[src/rtl/axis_log_capture_pkg.sv]
// axis_log_capture_pkg: shared constants for the log capture FIFO.
//   reset_type_e : reset style codes used across the codebase
//   CNT_W        : statistics counter width
//   flit_width() : width of one packed flit {TDATA, TKEEP, TDEST, TID, TLAST}
package axis_log_capture_pkg;

  typedef enum logic [1:0] {
    NO_RESET,
    ACTIVE_HIGH,
    ACTIVE_LOW
  } reset_type_e;

  localparam reset_type_e RESET_TYPE = ACTIVE_HIGH;
  localparam int unsigned CNT_W      = 32;

  function automatic int unsigned flit_width(input int unsigned data_width);
    return data_width + data_width / 8 + 3;
  endfunction

endpackage

[src/rtl/axis_log_capture_if.sv]
// axis_log_capture_if: AXI Stream bundle for the log path.
//   master : drives TDATA/TVALID/TKEEP/TDEST/TID/TLAST, receives TREADY
//   slave  : receives payload/TVALID, drives TREADY
interface axis_log_capture_if #(
  parameter int unsigned DATA_WIDTH = 64
);

  logic [DATA_WIDTH-1:0]   TDATA;
  logic                    TVALID;
  logic                    TREADY;
  logic [DATA_WIDTH/8-1:0] TKEEP;
  logic                    TDEST;
  logic                    TID;
  logic                    TLAST;

  modport master (
    output TDATA, TVALID, TKEEP, TDEST, TID, TLAST,
    input  TREADY
  );

  modport slave (
    input  TDATA, TVALID, TKEEP, TDEST, TID, TLAST,
    output TREADY
  );

endinterface

[src/rtl/axis_log_capture_mem.sv]
// axis_log_capture_mem: simple dual-port RAM holding packed flits.
//   clk          : write clock
//   we/waddr/wdata : synchronous write port
//   raddr/rdata  : asynchronous read port
module axis_log_capture_mem #(
  parameter int unsigned WIDTH  = 75,
  parameter int unsigned DEPTH  = 16,
  parameter int unsigned ADDR_W = $clog2(DEPTH)
) (
  input  logic              clk,
  input  logic              we,
  input  logic [ADDR_W-1:0] waddr,
  input  logic [WIDTH-1:0]  wdata,
  input  logic [ADDR_W-1:0] raddr,
  output logic [WIDTH-1:0]  rdata
);

  logic [WIDTH-1:0] mem [DEPTH];

  always_ff @(posedge clk) begin
    if (we) mem[waddr] <= wdata;
  end

  assign rdata = mem[raddr];

endmodule

[src/rtl/axis_log_capture.sv]
// axis_log_capture: first-word-fall-through FIFO between the stream governor's
// log output and the log consumer. in_TREADY and out_TVALID come straight from
// flops so the governor's combinational TVALID/TREADY dependency cannot loop.
//   clk, rst   : clock, synchronous active-high reset
//   flush      : synchronous discard of all stored flits
//   in_axis    : log stream from governor (slave side)
//   out_axis   : buffered stream to consumer (master side)
//   occupancy  : stored flit count
//   flit_cnt   : accepted input flits
//   pkt_cnt    : accepted input flits with TLAST
// Optional: define AXIS_LOG_CAPTURE_STATS_EN to build flit_cnt/pkt_cnt;
// otherwise both outputs are tied to zero.
module axis_log_capture
  import axis_log_capture_pkg::*;
#(
  parameter int unsigned DATA_WIDTH = 64,
  parameter int unsigned DEPTH      = 16,
  parameter int unsigned ADDR_W     = $clog2(DEPTH)
) (
  input  logic                 clk,
  input  logic                 rst,
  input  logic                 flush,
  axis_log_capture_if.slave    in_axis,
  axis_log_capture_if.master   out_axis,
  output logic [ADDR_W:0]      occupancy,
  output logic [CNT_W-1:0]     flit_cnt,
  output logic [CNT_W-1:0]     pkt_cnt
);

  localparam int unsigned     FLIT_W   = flit_width(DATA_WIDTH);
  localparam logic [ADDR_W:0] FULL_OCC = (ADDR_W+1)'(DEPTH);

  logic              full_r;
  logic              empty_r;
  logic [ADDR_W-1:0] wr_ptr;
  logic [ADDR_W-1:0] rd_ptr;
  logic [ADDR_W:0]   occ_next;
  logic              push;
  logic              pop;
  logic [FLIT_W-1:0] wdata;
  logic [FLIT_W-1:0] rdata;

  assign in_axis.TREADY  = ~full_r;
  assign out_axis.TVALID = ~empty_r;

  assign push = in_axis.TVALID & ~full_r;
  assign pop  = ~empty_r & out_axis.TREADY;

  assign occ_next = occupancy + (ADDR_W+1)'(push) - (ADDR_W+1)'(pop);

  assign wdata = {in_axis.TDATA, in_axis.TKEEP, in_axis.TDEST, in_axis.TID, in_axis.TLAST};

  axis_log_capture_mem #(
    .WIDTH  (FLIT_W),
    .DEPTH  (DEPTH),
    .ADDR_W (ADDR_W)
  ) u_mem (
    .clk   (clk),
    .we    (push & ~flush),
    .waddr (wr_ptr),
    .wdata (wdata),
    .raddr (rd_ptr),
    .rdata (rdata)
  );

  // Stale RAM contents are masked while empty so the outputs read zero after
  // reset without needing a resettable memory array.
  assign {out_axis.TDATA, out_axis.TKEEP, out_axis.TDEST, out_axis.TID, out_axis.TLAST} =
    empty_r ? '0 : rdata;

  always_ff @(posedge clk) begin
    if (rst || flush) begin
      occupancy <= '0;
      wr_ptr    <= '0;
      rd_ptr    <= '0;
      full_r    <= 1'b0;
      empty_r   <= 1'b1;
    end else begin
      occupancy <= occ_next;
      full_r    <= (occ_next == FULL_OCC);
      empty_r   <= (occ_next == '0);
      if (push) wr_ptr <= wr_ptr + ADDR_W'(1);
      if (pop)  rd_ptr <= rd_ptr + ADDR_W'(1);
    end
  end

`ifdef AXIS_LOG_CAPTURE_STATS_EN
  // Counters see the raw handshake, so a flit accepted in a flush cycle is
  // still counted even though it is never stored.
  always_ff @(posedge clk) begin
    if (rst) begin
      flit_cnt <= '0;
      pkt_cnt  <= '0;
    end else begin
      if (push)                  flit_cnt <= flit_cnt + CNT_W'(1);
      if (push && in_axis.TLAST) pkt_cnt  <= pkt_cnt + CNT_W'(1);
    end
  end
`else
  assign flit_cnt = '0;
  assign pkt_cnt  = '0;
`endif

endmodule

[src/flat_wrapper.sv]
// flat-port wrapper written by rule: the top's interface ports become plain ports
module axis_log_capture_flat import axis_log_capture_pkg::*;
#(
  parameter int unsigned DATA_WIDTH = 64,
  parameter int unsigned DEPTH      = 16,
  parameter int unsigned ADDR_W     = $clog2(DEPTH)
)
  (clk, rst, flush, occupancy, flit_cnt, pkt_cnt, in_axis_TDATA, in_axis_TVALID, in_axis_TKEEP, in_axis_TDEST, in_axis_TID, in_axis_TLAST, in_axis_TREADY, out_axis_TDATA, out_axis_TVALID, out_axis_TKEEP, out_axis_TDEST, out_axis_TID, out_axis_TLAST, out_axis_TREADY);
  axis_log_capture_if #(.DATA_WIDTH(DATA_WIDTH)) in_axis_i ();
  axis_log_capture_if #(.DATA_WIDTH(DATA_WIDTH)) out_axis_i ();
  input  logic clk;
  input  logic rst;
  input  logic flush;
  output logic [ADDR_W:0] occupancy;
  output logic [CNT_W-1:0] flit_cnt;
  output logic [CNT_W-1:0] pkt_cnt;
  input wire logic [$bits(in_axis_i.TDATA)-1:0] in_axis_TDATA;
  input wire logic [$bits(in_axis_i.TVALID)-1:0] in_axis_TVALID;
  input wire logic [$bits(in_axis_i.TKEEP)-1:0] in_axis_TKEEP;
  input wire logic [$bits(in_axis_i.TDEST)-1:0] in_axis_TDEST;
  input wire logic [$bits(in_axis_i.TID)-1:0] in_axis_TID;
  input wire logic [$bits(in_axis_i.TLAST)-1:0] in_axis_TLAST;
  output wire logic [$bits(in_axis_i.TREADY)-1:0] in_axis_TREADY;
  output wire logic [$bits(out_axis_i.TDATA)-1:0] out_axis_TDATA;
  output wire logic [$bits(out_axis_i.TVALID)-1:0] out_axis_TVALID;
  output wire logic [$bits(out_axis_i.TKEEP)-1:0] out_axis_TKEEP;
  output wire logic [$bits(out_axis_i.TDEST)-1:0] out_axis_TDEST;
  output wire logic [$bits(out_axis_i.TID)-1:0] out_axis_TID;
  output wire logic [$bits(out_axis_i.TLAST)-1:0] out_axis_TLAST;
  input wire logic [$bits(out_axis_i.TREADY)-1:0] out_axis_TREADY;
  assign in_axis_i.TDATA = in_axis_TDATA;
  assign in_axis_i.TVALID = in_axis_TVALID;
  assign in_axis_i.TKEEP = in_axis_TKEEP;
  assign in_axis_i.TDEST = in_axis_TDEST;
  assign in_axis_i.TID = in_axis_TID;
  assign in_axis_i.TLAST = in_axis_TLAST;
  assign in_axis_TREADY = in_axis_i.TREADY;
  assign out_axis_TDATA = out_axis_i.TDATA;
  assign out_axis_TVALID = out_axis_i.TVALID;
  assign out_axis_TKEEP = out_axis_i.TKEEP;
  assign out_axis_TDEST = out_axis_i.TDEST;
  assign out_axis_TID = out_axis_i.TID;
  assign out_axis_TLAST = out_axis_i.TLAST;
  assign out_axis_i.TREADY = out_axis_TREADY;
  axis_log_capture #(.DATA_WIDTH(DATA_WIDTH), .DEPTH(DEPTH), .ADDR_W(ADDR_W)) u_core (.clk(clk), .rst(rst), .flush(flush), .in_axis(in_axis_i), .out_axis(out_axis_i), .occupancy(occupancy), .flit_cnt(flit_cnt), .pkt_cnt(pkt_cnt));
endmodule
[config.mk]
export PLATFORM = sky130hd
export DESIGN_NAME = axis_log_capture_flat
export DESIGN_NICKNAME = d
export VERILOG_FILES = /design/src/rtl/axis_log_capture_pkg.sv /design/src/rtl/axis_log_capture_if.sv /design/src/rtl/axis_log_capture_mem.sv /design/src/rtl/axis_log_capture.sv /design/src/flat_wrapper.sv
export SDC_FILE = /design/constraint.sdc
export NUM_CORES = 1
export LEC_CHECK = 0
export BUFFER_PORTS_ARGS = -buffer_cell sky130_fd_sc_hd__buf_2
export CAP_MARGIN = 20
export CORE_UTILIZATION = 63
export CTS_BUF_LIST = sky130_fd_sc_hd__clkbuf_2 sky130_fd_sc_hd__clkbuf_4 sky130_fd_sc_hd__clkbuf_8
export DETAILED_ROUTE_END_ITERATION = 16
export MAX_ROUTING_LAYER = met4
export PLACE_DENSITY_LB_ADDON = 0.05
export REMOVE_ABC_BUFFERS = 1
export SLEW_MARGIN = 20
export SYNTH_ARGS = -nofsm -noshare
export SYNTH_HDL_FRONTEND = slang
export SYNTH_SLANG_ARGS = --single-unit
[constraint.sdc]
create_clock -name clk -period 6.75 [get_ports clk]
set_input_delay 1.35 -clock clk [delete_from_list [all_inputs] [get_ports clk]]
set_output_delay 1.35 -clock clk [all_outputs]
set_load 0.01 [all_outputs]
# After elaboration in Yosys (flattened, before gate mapping)
# Memories as Yosys holds them, arrays and structs flattened. A register that Yosys moved wholly into a read port is not among the register bits.
# Cells that the tools add are included.
[word_totals]
word_cells = 24
out_inout_bits = 146
input_bits = 80
ramBits = 1200
memories = 1
regBits = 15
[mem_list]
columns = ["name", "words", "width", "rd", "rd_clocked_by_memory_dff", "write_ports", "line", "text"]
rows = [
  ["u_core.u_mem.mem", 16, 75, 1, 1, 1, "axis_log_capture_mem.sv:18", "logic [WIDTH-1:0] mem [DEPTH];"],
]
[classes]
mux = 5
n_reduce_logical = 2
n_eq_ne = 1
add_sub_neg = 4
n_bitwise = 6
[ops]
columns = ["cell", "n"]
rows = [
  ["75-bit two-way mux", 1],
  ["4-bit by 1-bit adder with 4-bit output, second input constant", 2],
  ["4-bit two-way mux", 2],
  ["5-bit by 1-bit adder with 5-bit output", 1],
  ["5-bit equality test, second input constant", 1],
  ["5-bit zero test", 1],
  ["5-bit by 1-bit subtractor with 5-bit output", 1],
  ["1-bit AND", 3],
  ["1-bit inverter", 3],
  ["1-bit two-way mux", 2],
  ["1-bit logical OR", 1],
]

# Longest topological paths before layout
# Gate-level depths: netlist (run 1).
[logic_depth]
word_depth = 5
mapped_depth = 11
mapped_depth_nobuf = 10

# Cells and area by module
# From an unflattened synthesis (run 1), not the netlist that was laid out.
[hier_totals]
hier_cells = 2077
hier_area_um2 = 46540.9
[modules_own_cells]
columns = ["module", "seq_area_each_um2", "instances", "cells_each", "area_per_inst_um2"]
rows = [
  ["axis_log_capture_mem", 36034.6, 1, 1851, 44818.0],
  ["axis_log_capture", 300.3, 1, 226, 1722.9],
]

# Worst setup path after synthesis (run 1)
# No wires, ideal clock.
[synth_path]
path_type = "input -> register"
startpoint = "input port in_axis_TVALID"
endpoint = "memory u_core.u_mem.mem[3][0] (enable)"
t_arrival_ns = 5.072
path_stages = 4
setup_slack_ns = 1.169
n_path_buf = 1
setup_ns = 0.509
required_time_ns = 6.241
path_cell_list = "nor2b_1 clkbuf_1 nand2_1 nor2_1"
[synth_via]
elab_chain_cells = 4
[synth_lines]
columns = ["element", "line", "text"]
rows = [
  ["start: declaration", "flat_wrapper.sv:18", "input wire logic [$bits(in_axis_i.TVALID)-1:0] in_axis_TVALID;"],
  ["1-bit AND", "axis_log_capture.sv:46", "assign push = in_axis.TVALID & ~full_r;"],
  ["via u_core.push", "axis_log_capture.sv:38", "logic push;"],
  ["1-bit AND", "axis_log_capture.sv:59", ".we (push & ~flush),"],
  ["1-bit two-way mux", "axis_log_capture_mem.sv:21", "if (we) mem[waddr] <= wdata;"],
  ["1-bit two-way mux (implied by the code)", "axis_log_capture_mem.sv:21", ""],
  ["end: declaration", "axis_log_capture_mem.sv:18", ""],
]
# The timed path passes the listed nets, and every way through them passes these cells.

==> results of run 1 <==
-- synthesized netlist by cell type (10+ instances only) --
cell type,count,area share
inv_1,12,0.00094
nor2_1,35,0.0027
dfxtp_1,19,0.0080
buf_4,115,0.018
o22ai_1,67,0.0088
buf_2,28,0.0029
edfxtp_1,1200,0.75
buf_6,28,0.0066
mux2i_1,585,0.12
nand2_1,151,0.012
a22oi_1,284,0.045
ha_1,10,0.0026
clkbuf_1,44,0.0035
-- worst max-delay path by stage --
stage | from | end | depth (start not counted)
after CTS | register | out_axis_TDATA[5] | 6
after global routing | register | out_axis_TDATA[3] | 6
after detailed placement | register | out_axis_TDATA[5] | 6
final | register | out_axis_TDATA[5] | 6
after floorplan | register | out_axis_TDATA[33] | 3
after global placement | register | out_axis_TDATA[36] | 6
-- state kept, by name (all words and copies together), names as in the netlist, named ones only --
signal / flops
u_core.u_mem.mem: 1200
u_core.occupancy: 5
u_core.rd_ptr: 4
u_core.wr_ptr: 4
u_core.empty_r: 1
u_core.full_r: 1
-- stage by stage --
step           cell area, um^2  std cells  setup TNS [ns]  utilization
6_report                 53000       4018               0        0.709
5_1_grt                  53000       4016               0        0.709
4_1_cts                  52900       4008               0        0.709
3_5_place_dp             49300       3665               0        0.661
3_3_place_gp             49300       3665               0        0.661
2_1_floorplan            46500       2494        -1149.65            -
-- critical path, delay by kind of cell (launching register included) --
kind	cells	cell delay, ns
buf+inv	2	0.84
compound gates	2	0.35
simple gates	2	0.96
flops	1	0.74
-- routing by layer --
| layer | share of wire | routed length [um] | vias up | global-route usage |
|---|---|---|---|---|
| met2 | 0.49 | 51700 | 934 | 0.443 |
| met5 | 0 | 0 | - | - |
| met1 | 0.43 | 45700 | 12744 | 0.396 |
| met4 | 0.020 | 2160 | 0 | 0.0897 |
| met3 | 0.064 | 6850 | 170 | 0.0487 |
| li1 | - | - | 10947 | - |
-- kinds of logic (layout without fill, tap and decap cells) --
kind of cell / Yosys count / in the layout / synth area share
buffers and inverters: 228 / 557 / 0.0321
AOI/OAI and AO/OA: 382 / 382 / 0.0576
adders and majority gates: 11 / 11 / 0.00304
xor gates and xnor gates: 9 / 9 / 0.00165
and+or+nand+nor: 203 / 203 / 0.0171
other: 1 / 74 / 0.0000785
muxes: 594 / 594 / 0.127
DFF: 1219 / 1219 / 0.762
-- layout make-up --
class | count | area, um^2
clock inverters | 91 | 503
repair buffers | 202 | 1430
flip-flops and latches | 1219 | 36400
clock buffers | 252 | 3090
well taps | 969 | 1210
multi-input cells | 1263 | 10200
inverters | 12 | 45.0
fillers | 4758 | 21700
diodes | 10 | 25.0
-- power groups by stage --
stage / clock network (mW) / registers (mW) / logic, mW
floorplan: 0 / 8.67 / 1.26
global placement: 0 / 8.56 / 1.14
detailed placement: 0 / 8.57 / 1.16
CTS: 5.89 / 8.41 / 1.17
global route: 6.21 / 8.41 / 1.25
finish: 5.80 / 8.41 / 1.17
==> impl_results.md, run 1 <==
- R2R Path Start: u_core.full_r
- Total power: 15.4 mW
- Crit path kind: reg -> out
- Switching pwr: 3.56 mW
- HP Start: u_core.rd_ptr[3]
- Clock Sinks: 1219
- Highest clock rate: 0.195 GHz
- DP HPWL: 48600 um
- EDFF count, synth: 1200
- Pre-CTS setup slack: 2.51 ns
- Max_slew headroom: 0.246
- Initial antenna violation count: 12
- Wire length per cell: 26.5 um
- DRT antenna net count: 0
- Final nets: 2975
- Share of total power in the clock network: 0.377
- Startpoint class of the critical path: register
- DRT iter0 DRCs: 2398
- Max-slew violation count: 0
- Max cap viols: 0
- Pleak: 16.8 nW
- Worst-Margin Slew: 1.13 ns
- Sw Ratio: 0.232
- Reg-to-reg slack, setup: 3.77 ns
- Sequential power share: 0.547
- Vias: 24795
- Max incr delay on CP: 0.83 ns
- Syn avg cell area: 18.1 um^2
- Worst-path clk slew: 0.06 ns
- Max IR drop VDD: 0.189 mV
- Combinational cell fraction of total power: 0.076
- Crit Path Max Fanout: 47
- CTS tree: done
- Largest net degree at the start of global routing: 127
- Post-synthesis sequential area ratio: 0.762
- Synth cell types: 39
- PD cells: 290 nW/um^2
- Root buffer cell: clkbuf_8
- #FFs+latches synth: 1219
- Asr flop ratio synth: 0
- Cts repair resizes: 0
- CTS buffer count: 186
- Min-delay worst type: reg -> reg
- Top FF cell, synth: edfxtp_1
- First-pass GRT wire length: 158000 um
- RSZ-0062 raised after global routing: false
- Core Region: 74700 um^2
- Fin crit period: 5.12 ns
- IO buf count: 161
- Worst Path Required: 5.40 ns
- Worst hold slack: 0.528 ns
- Worst R2R End: u_core.u_mem.mem[14][50]
- Die area: 77000 um^2
- Vias in the first global route: 25601
- Post-DR vias/cell: 6.17
- Worst setup EP type: output port
- Commonest non-fill, non-tap cells in the layout: 1200 x edfxtp_1, 585 x mux2i_1, 284 x a22oi_1, 192 x clkbuf_8, 161 x buf_2
- Drt pass-1 iters: 6
- Clk_lat worst skew: 0.83 ns
- Overflow after GRT: 0
- Synth-to-layout area growth: 10.8%
- Setup Viol. Count Final: 0
- Post-Synthesis Cell Area: 47800 um^2
- DRC: 0
- Gr usage total: 0.287
- Cts hold-fix bufs: 0
- Critical Path, Cell by Cell: and2_4 > buf_4 > a22oi_1 > nand2_1 > o22ai_1 > buf_2
- Final hold violation count: 0
- Row Count: 100
- WL final: 106000 um
- Hold depth: 2
- Post CTS Setup Buffer Count: 0
- CTS Buffer Depth: 3
- Num ports: 226
- H-tree Lvls: 4
- Status: finished, final reports clean
- Mapped Cells: 2647
- Die Wd: 277 um
- Worst endpoint data arrival time: 3.77 ns
- Gpl congestion: 0.788
- Skew final: 0.0215 ns
- Critical path's slowest cell: and2_4
- Yosys Warn Count: 0
- Commonest non-fill, non-tap cell in the layout: edfxtp_1
- Initial Util: 0.640
- Period utilization: 0.758
- R2R depth: 4
- Setup ws final: 1.63 ns
- Cell Int Power: 11.8 mW
- Chip Height: 277 um
- Share of cells above drive strength 1: 0.175
(Power assumes the default switching activity.)
==> run 2: changes to the inputs <==
--- a/config.mk
+++ b/config.mk
@@ -7,7 +7,7 @@
 export LEC_CHECK = 0
 export BUFFER_PORTS_ARGS = -buffer_cell sky130_fd_sc_hd__buf_2
 export CAP_MARGIN = 20
-export CORE_UTILIZATION = 63
+export CORE_UTILIZATION = 57
 export CTS_BUF_LIST = sky130_fd_sc_hd__clkbuf_2 sky130_fd_sc_hd__clkbuf_4 sky130_fd_sc_hd__clkbuf_8
 export DETAILED_ROUTE_END_ITERATION = 16
 export MAX_ROUTING_LAYER = met4
==> constraint.sdc (replaced) <==
create_clock -name clk -period 4.5 [get_ports clk]
set_input_delay 0.9 -clock clk [delete_from_list [all_inputs] [get_ports clk]]
set_output_delay 0.9 -clock clk [all_outputs]
set_load 0.01 [all_outputs]
==> impl_results.md, run 2 (synthesis results as in run 1) <==
- Initial antenna violation count: 14
- Drt pass-1 iters: 5
- H-tree Lvls: 4
- CTS tree: done
- Gr usage total: 0.262
- Vias: 24700
- Row Count: 105
- Crit path kind: reg -> out
- Grt met2 use: 0.404
- Cts repair resizes: 0
- DP HPWL: 52700 um
- Setup TNS: 0 ns
- Cts hold-fix bufs: 0
- PD cells: 439 nW/um^2
- Die area: 85000 um^2
- Skew final: 0.0479 ns
- Total power: 23.6 mW
- Crit Path Max Fanout: 24
- Wire length per cell: 26.0 um
- Worst-path clk slew: 0.06 ns
- Final nets: 3006
- Status: finished, final reports clean
- Clock Sinks: 1219
- DRC: 0
- CTS buffer count: 190
- Synth-to-layout area growth: 12.2%
- Largest register FFs: 1200
- Core Region: 82500 um^2
- Highest clock rate: 0.241 GHz
- Met1 Track Usage GR: 0.362
- Final hold violation count: 0
- Fin crit period: 4.16 ns
- Max cap viols: 0
- Biggest regs: u_core.u_mem.mem (1200), u_core.occupancy (5)
- Period utilization: 0.924
- IO buf count: 161
- Clk_lat worst skew: 0.83 ns
- WL final: 108000 um
- Worst endpoint data arrival time: 3.26 ns
- Chip Height: 292 um
- Die Wd: 292 um
- Worst Path Required: 3.60 ns
- RSZ-0062 raised after global routing: false
- Num ports: 226
- Startpoint class of the critical path: register
- Post CTS Setup Buffer Count: 0
- Met3 usage in global routing: 0.0480
- Max IR drop VDD: 0.284 mV
- Commonest non-fill, non-tap cells in the layout: 1200 x edfxtp_1, 585 x mux2i_1, 284 x a22oi_1, 193 x clkbuf_8, 161 x buf_2
- Max-slew violation count: 0
- Min-delay worst type: in -> reg
- CTS Buffer Depth: 3
- Top reg by flops: u_core.u_mem.mem
- Worst-Margin Slew: 1.03 ns
- Pleak: 17.0 nW
- DRT iter0 DRCs: 2031
- Overflow after GRT: 0
- Vias in the first global route: 25351
- Gpl congestion: 0.759
- DRT antenna net count: 0
- Commonest non-fill, non-tap cell in the layout: edfxtp_1
- Max_slew headroom: 0.310
- Setup Viol. Count Final: 0
- Worst setup EP type: output port
- Initial Util: 0.579
- First-pass GRT wire length: 159000 um
- Post-DR vias/cell: 5.96
- Largest net degree at the start of global routing: 89
- Busiest metal layer after global routing: met2
- Root buffer cell: clkbuf_8
- Share of cells above drive strength 1: 0.180
- Worst hold slack: 0.410 ns
run 2: cell types whose count changed in the layout (fill, tap and decap cells not counted), sizes merged:
cell    change
inv         +2
buf        +27
bufinv      +8
diode       -1
clkbuf      +7
clkinv     -21
run 2: report_power, final:
group          internal [mW]  switching [mW]
Combinational          0.671            1.12
Sequential              12.6          0.0402
Clock                   5.00            4.16
Total                   18.2            5.32
run 2: stage by stage:
step,util,cells,area [um^2],worst slack (ns)
floorplan,-,2494,46500,-17.89
global placement,0.604,3793,49800,1.23
detailed placement,0.604,3793,49800,1.15
CTS,0.650,4132,53600,0.283
global route,0.650,4141,53600,0.178
finish,0.650,4141,53600,0.343
run 2: critical path, stage by stage (launching register included):
cell	delay, ns
dfxtp_1	0.79
and2_4	0.57
buf_4	0.40
a22oi_1	0.14
nand2_1	0.09
o22ai_1	0.16
buf_2	0.25
run 2: layout make-up:
cell class              instances  area, um^2
diodes                          9        22.5
clock buffers                 259        3150
clock inverters                80         622
fillers                      5739       28900
inverters                      12        45.0
multi-input cells            1263       10200
flip-flops and latches       1219       36400
well taps                    1070        1340
repair buffers                229        1790
run 2: worst paths after layout:
check / from / end / slack (ns) / cells after the start
setup / recovery: register / out_axis_TDATA[10] / 0.34 / 6
hold / removal: rst / u_core.occupancy[2] / 0.41 / 3
setup reg to reg: u_core.empty_r / u_core.empty_r / 1.82 / 10
hold reg to reg: u_core.rd_ptr[3] / register / 0.50 / 2
run 2: per-layer routing:
metal | part of all wire | vias to the layer above
li1 | - | 10994
met1 | 0.44 | 12712
met2 | 0.48 | 821
met3 | 0.060 | 173
met4 | 0.018 | 0
met5 | 0 | -
